===== config.mk =====
export PLATFORM = sky130hd
export DESIGN_NAME = apb_master_arb
export DESIGN_NICKNAME = d
export VERILOG_FILES = /design/src/rtl/apb_master_arb.sv
export SDC_FILE = /design/constraint.sdc
export NUM_CORES = 1
export LEC_CHECK = 0
export CORE_MARGIN = 1
export CORE_UTILIZATION = 34
export CTS_BUF_LIST = sky130_fd_sc_hd__clkbuf_4
export DETAILED_ROUTE_END_ITERATION = 8
export PLACE_DENSITY = 0.79
export SYNTH_ARGS = -nofsm -noshare
export SYNTH_HDL_FRONTEND = slang
export SYNTH_SLANG_ARGS = --single-unit

===== constraint.sdc =====
create_clock -name pclk -period 1.55 [get_ports pclk]
set_clock_uncertainty 0.15 [all_clocks]
set_input_delay 0.2325 -clock pclk [delete_from_list [all_inputs] [get_ports pclk]]
set_output_delay 0.2325 -clock pclk [all_outputs]
set_load 0.05 [all_outputs]

===== src/rtl/apb_master_arb.sv =====
// apb_master_arb: shares one APB master among NUM_REQ requesters with round-robin grants.
// Optional wait-state timeout is compiled in with `define APB_MASTER_ARB_TIMEOUT_EN.
module apb_master_arb #(
  parameter int NUM_REQ            = 2,
  parameter int APB_MAX_DATA_WIDTH = 32,
  parameter int APB_MAX_ADDR_WIDTH = 16,
  parameter int TIMEOUT_CYCLES     = 16
) (
  input  logic                                  pclk,
  input  logic                                  preset,
  input  logic [NUM_REQ-1:0]                    req_valid,
  output logic [NUM_REQ-1:0]                    req_ready,
  input  logic [NUM_REQ*APB_MAX_ADDR_WIDTH-1:0] req_addr,
  input  logic [NUM_REQ-1:0]                    req_write,
  input  logic [NUM_REQ*APB_MAX_DATA_WIDTH-1:0] req_wdata,
  output logic [NUM_REQ-1:0]                    rsp_valid,
  output logic [APB_MAX_DATA_WIDTH-1:0]         rsp_rdata,
  output logic                                  rsp_slverr,
  output logic [APB_MAX_ADDR_WIDTH-1:0]         paddr,
  output logic                                  pwrite,
  output logic                                  psel,
  output logic                                  penable,
  output logic [APB_MAX_DATA_WIDTH-1:0]         pwdata,
  input  logic                                  pready,
  input  logic [APB_MAX_DATA_WIDTH-1:0]         prdata,
  input  logic                                  pslverr,
  output logic [1:0]                            dbg_state
);
  localparam int AW = APB_MAX_ADDR_WIDTH;
  localparam int DW = APB_MAX_DATA_WIDTH;
  localparam int LW = (NUM_REQ > 1) ? $clog2(NUM_REQ) : 1;

  // Handshake: a request transfers on the edge where req_valid[i] && req_ready[i];
  // req_ready is only offered in IDLE, and rsp_valid is a single-cycle pulse.
  typedef enum logic [1:0] {S_IDLE = 2'd0, S_SETUP = 2'd1, S_ACCESS = 2'd2} state_t;

  state_t        state, state_nx;
  logic [LW-1:0] last, winner, cand;
  logic          found, grant, complete, timed_out;
  int            idx;

  assign dbg_state = state;

`ifdef APB_MASTER_ARB_TIMEOUT_EN
  localparam int TW = $clog2(TIMEOUT_CYCLES + 1);
  logic [TW-1:0] tmo_cnt;

  always_ff @(posedge pclk) begin
    if (preset || state == S_SETUP) begin
      tmo_cnt <= '0;
    end else if (state == S_ACCESS && !pready) begin
      tmo_cnt <= tmo_cnt + TW'(1);
    end
  end
`else
  logic unused_timeout;
  assign unused_timeout = ^TIMEOUT_CYCLES;
`endif

  // Search starts just after the previous winner so every requester gets a turn.
  always_comb begin
    winner = '0;
    cand   = '0;
    found  = 1'b0;
    idx    = 0;
    for (int k = 1; k <= NUM_REQ; k++) begin
      idx  = (int'(last) + k) % NUM_REQ;
      cand = LW'(idx);
      if (!found && req_valid[cand]) begin
        found  = 1'b1;
        winner = cand;
      end
    end
  end

  always_comb begin
    state_nx  = state;
    req_ready = '0;
    grant     = 1'b0;
    complete  = 1'b0;
    timed_out = 1'b0;
    case (state)
      S_IDLE: begin
        if (found && !preset) begin
          grant             = 1'b1;
          req_ready[winner] = 1'b1;
          state_nx          = S_SETUP;
        end
      end
      S_SETUP: state_nx = S_ACCESS;
      S_ACCESS: begin
        if (pready) begin
          complete = 1'b1;
`ifdef APB_MASTER_ARB_TIMEOUT_EN
        end else if (tmo_cnt == TW'(TIMEOUT_CYCLES - 1)) begin
          complete  = 1'b1;
          timed_out = 1'b1;
`endif
        end
        if (complete) state_nx = S_IDLE;
      end
      default: state_nx = S_IDLE;
    endcase
  end

  always_ff @(posedge pclk) begin
    if (preset) begin
      state      <= S_IDLE;
      last       <= LW'(NUM_REQ - 1);
      paddr      <= '0;
      pwrite     <= 1'b0;
      pwdata     <= '0;
      psel       <= 1'b0;
      penable    <= 1'b0;
      rsp_valid  <= '0;
      rsp_rdata  <= '0;
      rsp_slverr <= 1'b0;
    end else begin
      state      <= state_nx;
      rsp_valid  <= '0;
      rsp_rdata  <= '0;
      rsp_slverr <= 1'b0;
      if (grant) begin
        paddr   <= req_addr[int'(winner)*AW +: AW];
        pwrite  <= req_write[winner];
        pwdata  <= req_write[winner] ? req_wdata[int'(winner)*DW +: DW] : '0;
        psel    <= 1'b1;
        penable <= 1'b0;
        last    <= winner;
      end
      if (state == S_SETUP) penable <= 1'b1;
      // last still names the owner here; it only moves on the next grant.
      if (complete) begin
        psel            <= 1'b0;
        penable         <= 1'b0;
        rsp_valid[last] <= 1'b1;
        rsp_rdata       <= (pwrite || timed_out) ? '0 : prdata;
        rsp_slverr      <= pslverr | timed_out;
      end
    end
  end
endmodule


Word-level counts from Yosys, hierarchy flattened
Cells that the tools add are included.
{"block": "op_classes", "n_addsub": 2, "order_cmp": 6, "eq_ne": 4, "shift": 2, "n_mux": 27, "bitwise_logic": 1, "reduce_logical": 12}
{"op": "$shiftx A64 B7 Y32", "n": 1}
{"op": "$mux W32", "n": 1}
{"op": "$shiftx A32 B6 Y16", "n": 1}
{"op": "$mux W1", "n": 19}
{"op": "$lt A1 B2 Y1 const B", "n": 4}
{"op": "$mux W2", "n": 4}
{"op": "$pmux W2 S3", "n": 1}
{"op": "$logic_and A1 B1 Y1", "n": 4}
{"op": "$ne A2 B2 Y1 const B", "n": 2}
{"op": "$reduce_or A2 Y1", "n": 2}
{"op": "$reduce_or A3 Y1", "n": 1}
{"op": "$add A1 B1 Y1 const B", "n": 2}
{"op": "$demux W1 S1", "n": 2}
{"op": "$eq A2 B1 Y1 const B", "n": 1}
{"op": "$eq A2 B2 Y1 const B", "n": 1}
{"op": "$ge A1 B1 Y1 const B", "n": 2}
{"op": "$logic_not A1 Y1", "n": 2}
{"op": "$logic_not A2 Y1", "n": 1}
{"op": "$reduce_and A2 Y1", "n": 1}
{"op": "$reduce_bool A2 Y1", "n": 1}
{"op": "$not A1 Y1", "n": 1}
{"block": "word_totals", "ff_bits": 89, "input_bits": 136, "word_cells": 64}

Depth between registers and ports, before layout
Gate-level depths: netlist (run 1).
{"block": "depth", "word_depth": 13, "ltp_mapped": 6, "depth_no_buf": 3}

Worst setup path after synthesis (run 1)
OpenSTA, ideal clock, no wires.
{"block": "synth_timing", "path_type": "register to output", "from": "register state[0] (netlist: dbg_state[0])", "to": "output req_ready[1]", "t_arrival_ns": 2.052, "required_ns": 1.167, "path_slack_ns": -0.885, "stages_incl_launch_ff": 6, "path_buffers": 3, "path_cell_list": "dfxtp_1 -> buf_2 -> or3_4 -> buf_6 -> buf_2 -> nor2_1"}
{"block": "synth_via", "elab_chain_cells": 2}
{"item": "start: declaration", "line": "37", "source": "state_t state, state_nx;"}
{"item": "start signal: assignment", "line": "119", "source": "state <= state_nx;"}
{"item": "$logic_not A2 Y1", "line": "82", "source": "case (state)"}
{"item": "$mux W2", "line": "82"}
{"item": "end: declaration", "line": "12", "source": "output logic [NUM_REQ-1:0] req_ready,"}
Every way passes these cells.

Worst setup path in the final report (run 1)
{"block": "layout_timing", "from": "register state[1] (netlist: dbg_state[1])", "to": "output req_ready[0]"}
The elaborated chain is that of the path after synthesis.

==> impl_metrics.csv, run 1 <==
group,metric,value,unit
min_path,whs_path_depth,2,
place,place_hpwl,9190,um
setup_path,crit_family,"simple AND/OR/NAND/NOR gates",
finish,antenna_cells,0,
finish,layout-drive-gt1-share,23.6,%
setup_path,crit_top_cell,"buf_12",
min_path,holdPathEnd,"rsp_rdata[11]",
run,cap_violations,0,
logic_synthesis,yosysMostFrequentCell,"dfxtp_1",
timing,period_needed,2070,ps
routing,ant_nets,0,
setup_path,slowest_delay,410,ps
logic_synthesis,synth_commonest_cells,"89 x dfxtp_1, 65 x nand2_1, 34 x and2_1, 34 x mux2i_1, 32 x a22o_1",
finish,nFillCells,670,
logic_synthesis,synthesis.area,3500,um2
setup_path,r2r_end,"paddr[0]",
logic_synthesis,synth_edf_count,0,
grt,grt_first_pass_wirelength,18500,um
clock_tree,cts.path.max_buffers,2,
setup_path,slowest_stage,"or3_4",
setup_path,cp-start-kind,"register",
routing,post_drt_wl_per_cell,15.9,um
grt,busiest_layer,"met2",
min_path,min_from,"prdata[11]",
grt,antenna_found_initial,0,
status,violations,"setup timing",
setup_path,cp_num_buf_inv,2,
setup_path,endpoint_kind,"output pin",
timing,drv_slew,0,
finish,syn2layout_area_growth,103,%
timing,report.final.setup_viol,51,
routing,first_iter_violations,84,
grt,grt_overflow_total,0,
timing,worst_pin_slew,487,ps
logic_synthesis,synth_cells,360,
finish,finish.net_count,724,
floorplan,die_h,104,um
routing,viasPerCell,4.82,
setup_path,rr_worst_depth,5,
place,gp_congestion,0.784,
timing,hold_viol,0,
clock_tree,cts.sinks,89,
setup_path,worstPathArrival,1690,ps
setup_path,r2r-start,"dbg_state[1]",
setup_path,required,1170,ps
timing,postLayoutSetupSlackWorst,-523,ps
power,powerDensity,810,nW/um2
grt,gr-usage-all-layers,21.7,%
grt,grtUsageMet2,43.0,%
logic_synthesis,synth_nets,496,
routing,first_pass_iters,4,
setup_path,path_class,"register to output pin",
clock_tree,clock-root-buffer,"clkbuf_4",
floorplan,core,9860,um2
logic_synthesis,seq_area_frac_synth,50.9,%
setup_path,reg2reg_slack,-200,ps
routing,wl,11600,um
timing,rsz0062_at_grt,"true",
floorplan,top_level_ports,226,
floorplan,start_util,35.5,%
floorplan,die_width,104,um
floorplan,die-area,10700,um2
logic_synthesis,async_reset_ff_share,0,%
grt,gr-usage-met1,21.7,%
floorplan,row_count,36,
power,finalPower,5.77,mW
logic_synthesis,syn_area_per_cell,9.73,um2
clock_tree,tritoncts,"built",
grt,grt_max_degree,33,
logic_synthesis,synthTopCellsByArea,"dfxtp_1 51%, mux2i_1 9.7%, a22o_1 8.0%, nand2_1 7.0%, and2_1 6.1%",
place,io_buffers,225,
logic_synthesis,yosys.area.top_type,"dfxtp_1",
grt,use_met3,4.41,%
min_path,worstHoldPathType,"input port to register",
logic_synthesis,yosysTopAreaCellShare,50.9,%
clock_tree,numCtsBuffers,9,
timing,max_freq,482,MHz
timing,finalSetupTns,-6370,ps
logic_synthesis,synthDistinctLibCells,26,
logic_synthesis,ys_seq_elements,89,
setup_path,crit_chain,"or3_4, nor3b_4, buf_12, buf_12",
power,ir_drop,0.366,mV
clock_tree,insertion_delay,420,ps
clock_tree,path_clk_slew,160,ps
logic_synthesis,ys_warn_count,0,
grt,grt_pass1_vias,3720,
setup_path,crit_fanout,2,
timing,fin_crit_sh,134,%
timing,slew_headroom,67.1,%
clock_tree,htree_levels,3,
clock_tree,cts_hold_buf,0,
routing,vias,3499,
logic_synthesis,synthFlopType,"dfxtp_1",
status,status,"complete, but fails checks",
power,total_leakage_power,3.05,nW
routing,route.detailed.drc,0,
## timing repair
item,4_1_cts,5_1_grt
buffers inserted,1,1
setup endpoints to repair,53,54
resized for setup,4,3
## flip-flops by register name, indices dropped and copies added (netlist names)
signal      cells
penable         1
pwdata         32
rsp_valid       2
pwrite          1
psel            1
rsp_slverr      1
dbg_state       2
rsp_rdata      32
last            1
paddr          16
## cell usage in the layout (no fill, tap or decap), drive strengths merged, types with 2 or more instances in the layout
master / n
nor2: 8
nor3: 17
o21ai: 2
clkbuf: 9
a21oi: 3
dfxtp: 89
buf: 113
a221o: 17
inv: 21
nand2: 65
mux2i: 34
a22o: 32
clkinv: 3
and2: 34
clkdlybuf4s50: 135
## worst max-delay path by stage
stage	startpoint	to	slack, ps	cells past startpoint
final	dbg_state[1]	req_ready[0]	-520	4
after global routing	dbg_state[1]	req_ready[0]	-610	4
after CTS	dbg_state[1]	req_ready[0]	-560	4
after detailed placement	preset	req_ready[0]	-410	5
after global placement	preset	req_ready[0]	-370	5
after floorplan	dbg_state[1]	req_ready[1]	-300	5
## final cells by class
type | instances | area, um2 | area share (%)
clock buffers | 9 | 67.6 | 0.949
clock inverters | 7 | 75.1 | 1.05
inverters | 18 | 67.6 | 0.949
multi-input cells | 222 | 1520 | 21.4
flip-flops and latches | 89 | 1790 | 25.1
well taps | 133 | 166 | 2.34
repair buffers | 248 | 3430 | 48.2
## cell families (layout without fill, tap and decap cells)
family | Yosys count | after routing | share of synthesized area (%)
compound gates | 58 | 58 | 14.6
flops | 89 | 89 | 50.9
mux | 34 | 34 | 9.71
buf+inv | 49 | 282 | 6.54
simple gates | 130 | 130 | 18.3
## per-layer routing
layer  routed length (um)  vias to the layer above  part of all wire, %
met4                  251                        0                  2.2
li1                     -                     1689                    -
met2                 6440                      151                   56
met3                  668                       22                  5.8
met1                 4210                     1637                   36
met5                    0                        -                    0
## stage by stage
| stage | hold slack (ps) | area, um2 | setup slack (ps) | util [%] | cells |
|---|---|---|---|---|---|
| 2_1_floorplan | 202 | 3550 | -301 | - | 360 |
| 3_3_place_gp | 315 | 6950 | -371 | 70.4 | 709 |
| 3_5_place_dp | 333 | 6950 | -412 | 70.4 | 709 |
| 4_1_cts | 153 | 7110 | -563 | 72.0 | 726 |
| 5_1_grt | 127 | 7120 | -610 | 72.1 | 726 |
| 6_report | 183 | 7120 | -523 | 72.1 | 726 |
## where the power goes
| group | switching [mW] | leakage [nW] | internal (mW) |
|---|---|---|---|
| clock | 0.820 | 0.0789 | 0.506 |
| combinational | 0.864 | 2.24 | 1.02 |
| sequential | 0.138 | 0.726 | 2.42 |
| total | 1.82 | 3.05 | 3.94 |
## worst register-to-register path: cells and delay by family, from the launching register on
family / cells / cell delay (ps)
AO/OA/AOI/OAI: 1 / 190
flip-flops: 1 / 370
AND/OR/NAND/NOR: 2 / 640
buffers and inverters: 2 / 350
Note: power is estimated with default switching activity, not from simulation.
==> run 2: changes to the inputs <==
- CAP_MARGIN: not set -> 20
==> results of run 2 <==
Same layout as run 1: the final DEF is identical, and so are final timing and power.
==> run 3: changes to the inputs <==
- CORE_UTILIZATION: 34 -> 37
- GPL_ROUTABILITY_DRIVEN: not set -> 0
- PLACE_DENSITY: 0.79 -> 0.82
- clock period: 1.55 -> 2 ns (I/O delays scaled with it)
==> run 3 against run 2 <==
Effect of this change:
- the flow still finishes with violations (setup timing)
- utilization shrank 6.0 points
- cell count down 3.4%
- critical path depth unchanged
- design area down 15%
- power shrank 28%
- non-clock buffer count fell by 3
- clock power shrank 21%
- worst hold slack gained 77 ps
- die area fell by 8.0%
- global-route usage fell by 0.24 points
- clock-buffer cell count up 1
- largest cell class unchanged
==> impl_metrics.csv, run 3 (same netlist as run 1, synthesis figures left out) <==
group,metric,value,unit
finish,syn2layout_area_growth,73.5,%
finish,layout-drive-gt1-share,9.66,%
routing,top_layer_used,"met4",
power,ir_drop,0.435,mV
finish,finish.net_count,721,
clock_tree,tritoncts,"built",
timing,hold_viol,0,
timing,period_needed,2120,ps
routing,met3_length,670,um
min_path,worstHoldPathType,"input port to register",
timing,rsz0062_at_grt,"true",
grt,antenna_found_initial,0,
floorplan,start_util,38.1,%
place,io_buffers,225,
routing,first_pass_iters,4,
routing,viasPerCell,4.89,
power,powerDensity,686,nW/um2
routing,ant_nets,0,
grt,grt_pass1_vias,3393,
setup_path,path_class,"register to output pin",
routing,first_iter_violations,85,
finish,final_common_cell,"clkdlybuf4s50_1",
clock_tree,path_clk_slew,160,ps
routing,route.detailed.drc,0,
floorplan,core,9200,um2
floorplan,row_count,35,
grt,grt_overflow_total,0,
floorplan,die-area,9860,um2
clock_tree,cts.path.max_buffers,2,
setup_path,crit_fanout,2,
clock_tree,clock-root-buffer,"clkbuf_4",
setup_path,cp-start-kind,"register",
clock_tree,cts.sinks,89,
clock_tree,insertion_delay,410,ps
timing,finalSetupTns,-197,ps
finish,nFillCells,776,
timing,max_freq,472,MHz
finish,layout_common_cells,"135 x clkdlybuf4s50_1, 87 x dfxtp_1, 78 x dlygate4sd2_1",
finish,antenna_cells,0,
place,placed_area,5990,um2
grt,grt_first_pass_wirelength,16600,um
setup_path,required,1550,ps
grt,gr-usage-all-layers,21.4,%
timing,postLayoutSetupSlackWorst,-120,ps
routing,post_drt_wl_per_cell,15.0,um
timing,drv_slew,0,
power,total_leakage_power,2.97,nW
routing,wirelength_met1,4300,um
clock_tree,numCtsBuffers,9,
floorplan,top_level_ports,226,
timing,report.final.setup_viol,2,
floorplan,die_h,99.3,um
status,violations,"setup timing",
routing,wl,10500,um
setup_path,worstPathArrival,1670,ps
routing,vias,3429,
timing,fin_crit_sh,106,%
setup_path,endpoint_kind,"output pin",
place,place_hpwl,8170,um
timing,worst_pin_slew,528,ps
clock_tree,htree_levels,3,
clock_tree,cts_hold_buf,0,
floorplan,die_width,99.3,um
status,status,"complete, but fails checks",
routing,route.met2.wl,5370,um
finish,reg_top3,"pwdata: 32 flops, rsp_rdata: 32 flops, paddr: 16 flops",
grt,grt_max_degree,34,
timing,slew_headroom,65.0,%
run,cap_violations,0,
finish,fin_area,6080,um2
## run 3: cell types whose count changed in the layout (fill, tap and decap cells not counted), sizes merged
cell | before | now
clkbuf | 9 | 10
dlygate4sd2 | 0 | 78
clkinvlp | 0 | 2
clkinv | 3 | 0
buf | 113 | 32
## run 3: final cells by class
class | count | area, um2 | area share (%)
well taps | 111 | 139 | 2.28
clock buffers | 10 | 75.1 | 1.23
repair buffers | 245 | 2420 | 39.9
inverters | 18 | 67.6 | 1.11
clock inverters | 6 | 73.8 | 1.21
multi-input cells | 222 | 1510 | 24.9
flip-flops and latches | 89 | 1790 | 29.4
## run 3: critical path, cell delays in order (launching register included)
cell	delay, ps
dfxtp_4	370
or3_4	410
nor3b_4	220
buf_12	140
buf_12	120
## run 3: final timing paths
| check | startpoint | to | slack (ps) | depth (start not counted) |
|---|---|---|---|---|
| worst min-delay path | prdata[7] | rsp_rdata[7] | 260 | 2 |
| worst min register to register | pwdata[2] | pwdata[2] | 340 | 1 |
| worst max register to register | dbg_state[1] | paddr[11] | 210 | 6 |
| worst max-delay path | dbg_state[1] | req_ready[0] | -120 | 4 |
## run 3: what timing repair did
item                       in CTS  in global routing
pin swaps                       0                  0
buffers inserted                3                  0
setup endpoints to repair      80                  2
resized for setup              83                  0
## run 3: per-layer routing
| layer | vias up | track usage, % |
|---|---|---|
| li1 | 1682 | - |
| met1 | 1599 | 24.2 |
| met2 | 134 | 39.0 |
| met3 | 14 | 4.71 |
| met4 | 0 | 8.60 |
| met5 | - | 0 |
## run 3: power breakdown
group	internal (mW)	switching, mW
clock	0.413	0.638
sequential	1.87	0.0544
combinational	0.543	0.650
total	2.83	1.34
## run 3: metrics by stage
| step | power [mW] | hold slack, ps | worst slack [ps] | instances | utilization (%) |
|---|---|---|---|---|---|
| after floorplan | 2.62 | 270 | 2.80 | 360 | - |
| after global placement | 3.19 | 309 | -47.5 | 682 | 65.1 |
| after detailed placement | 3.21 | 314 | -72.0 | 682 | 65.1 |
| after CTS | 4.22 | 228 | -153 | 701 | 66.1 |
| after global routing | 4.36 | 213 | -203 | 701 | 66.1 |
| final | 4.17 | 261 | -120 | 701 | 66.1 |
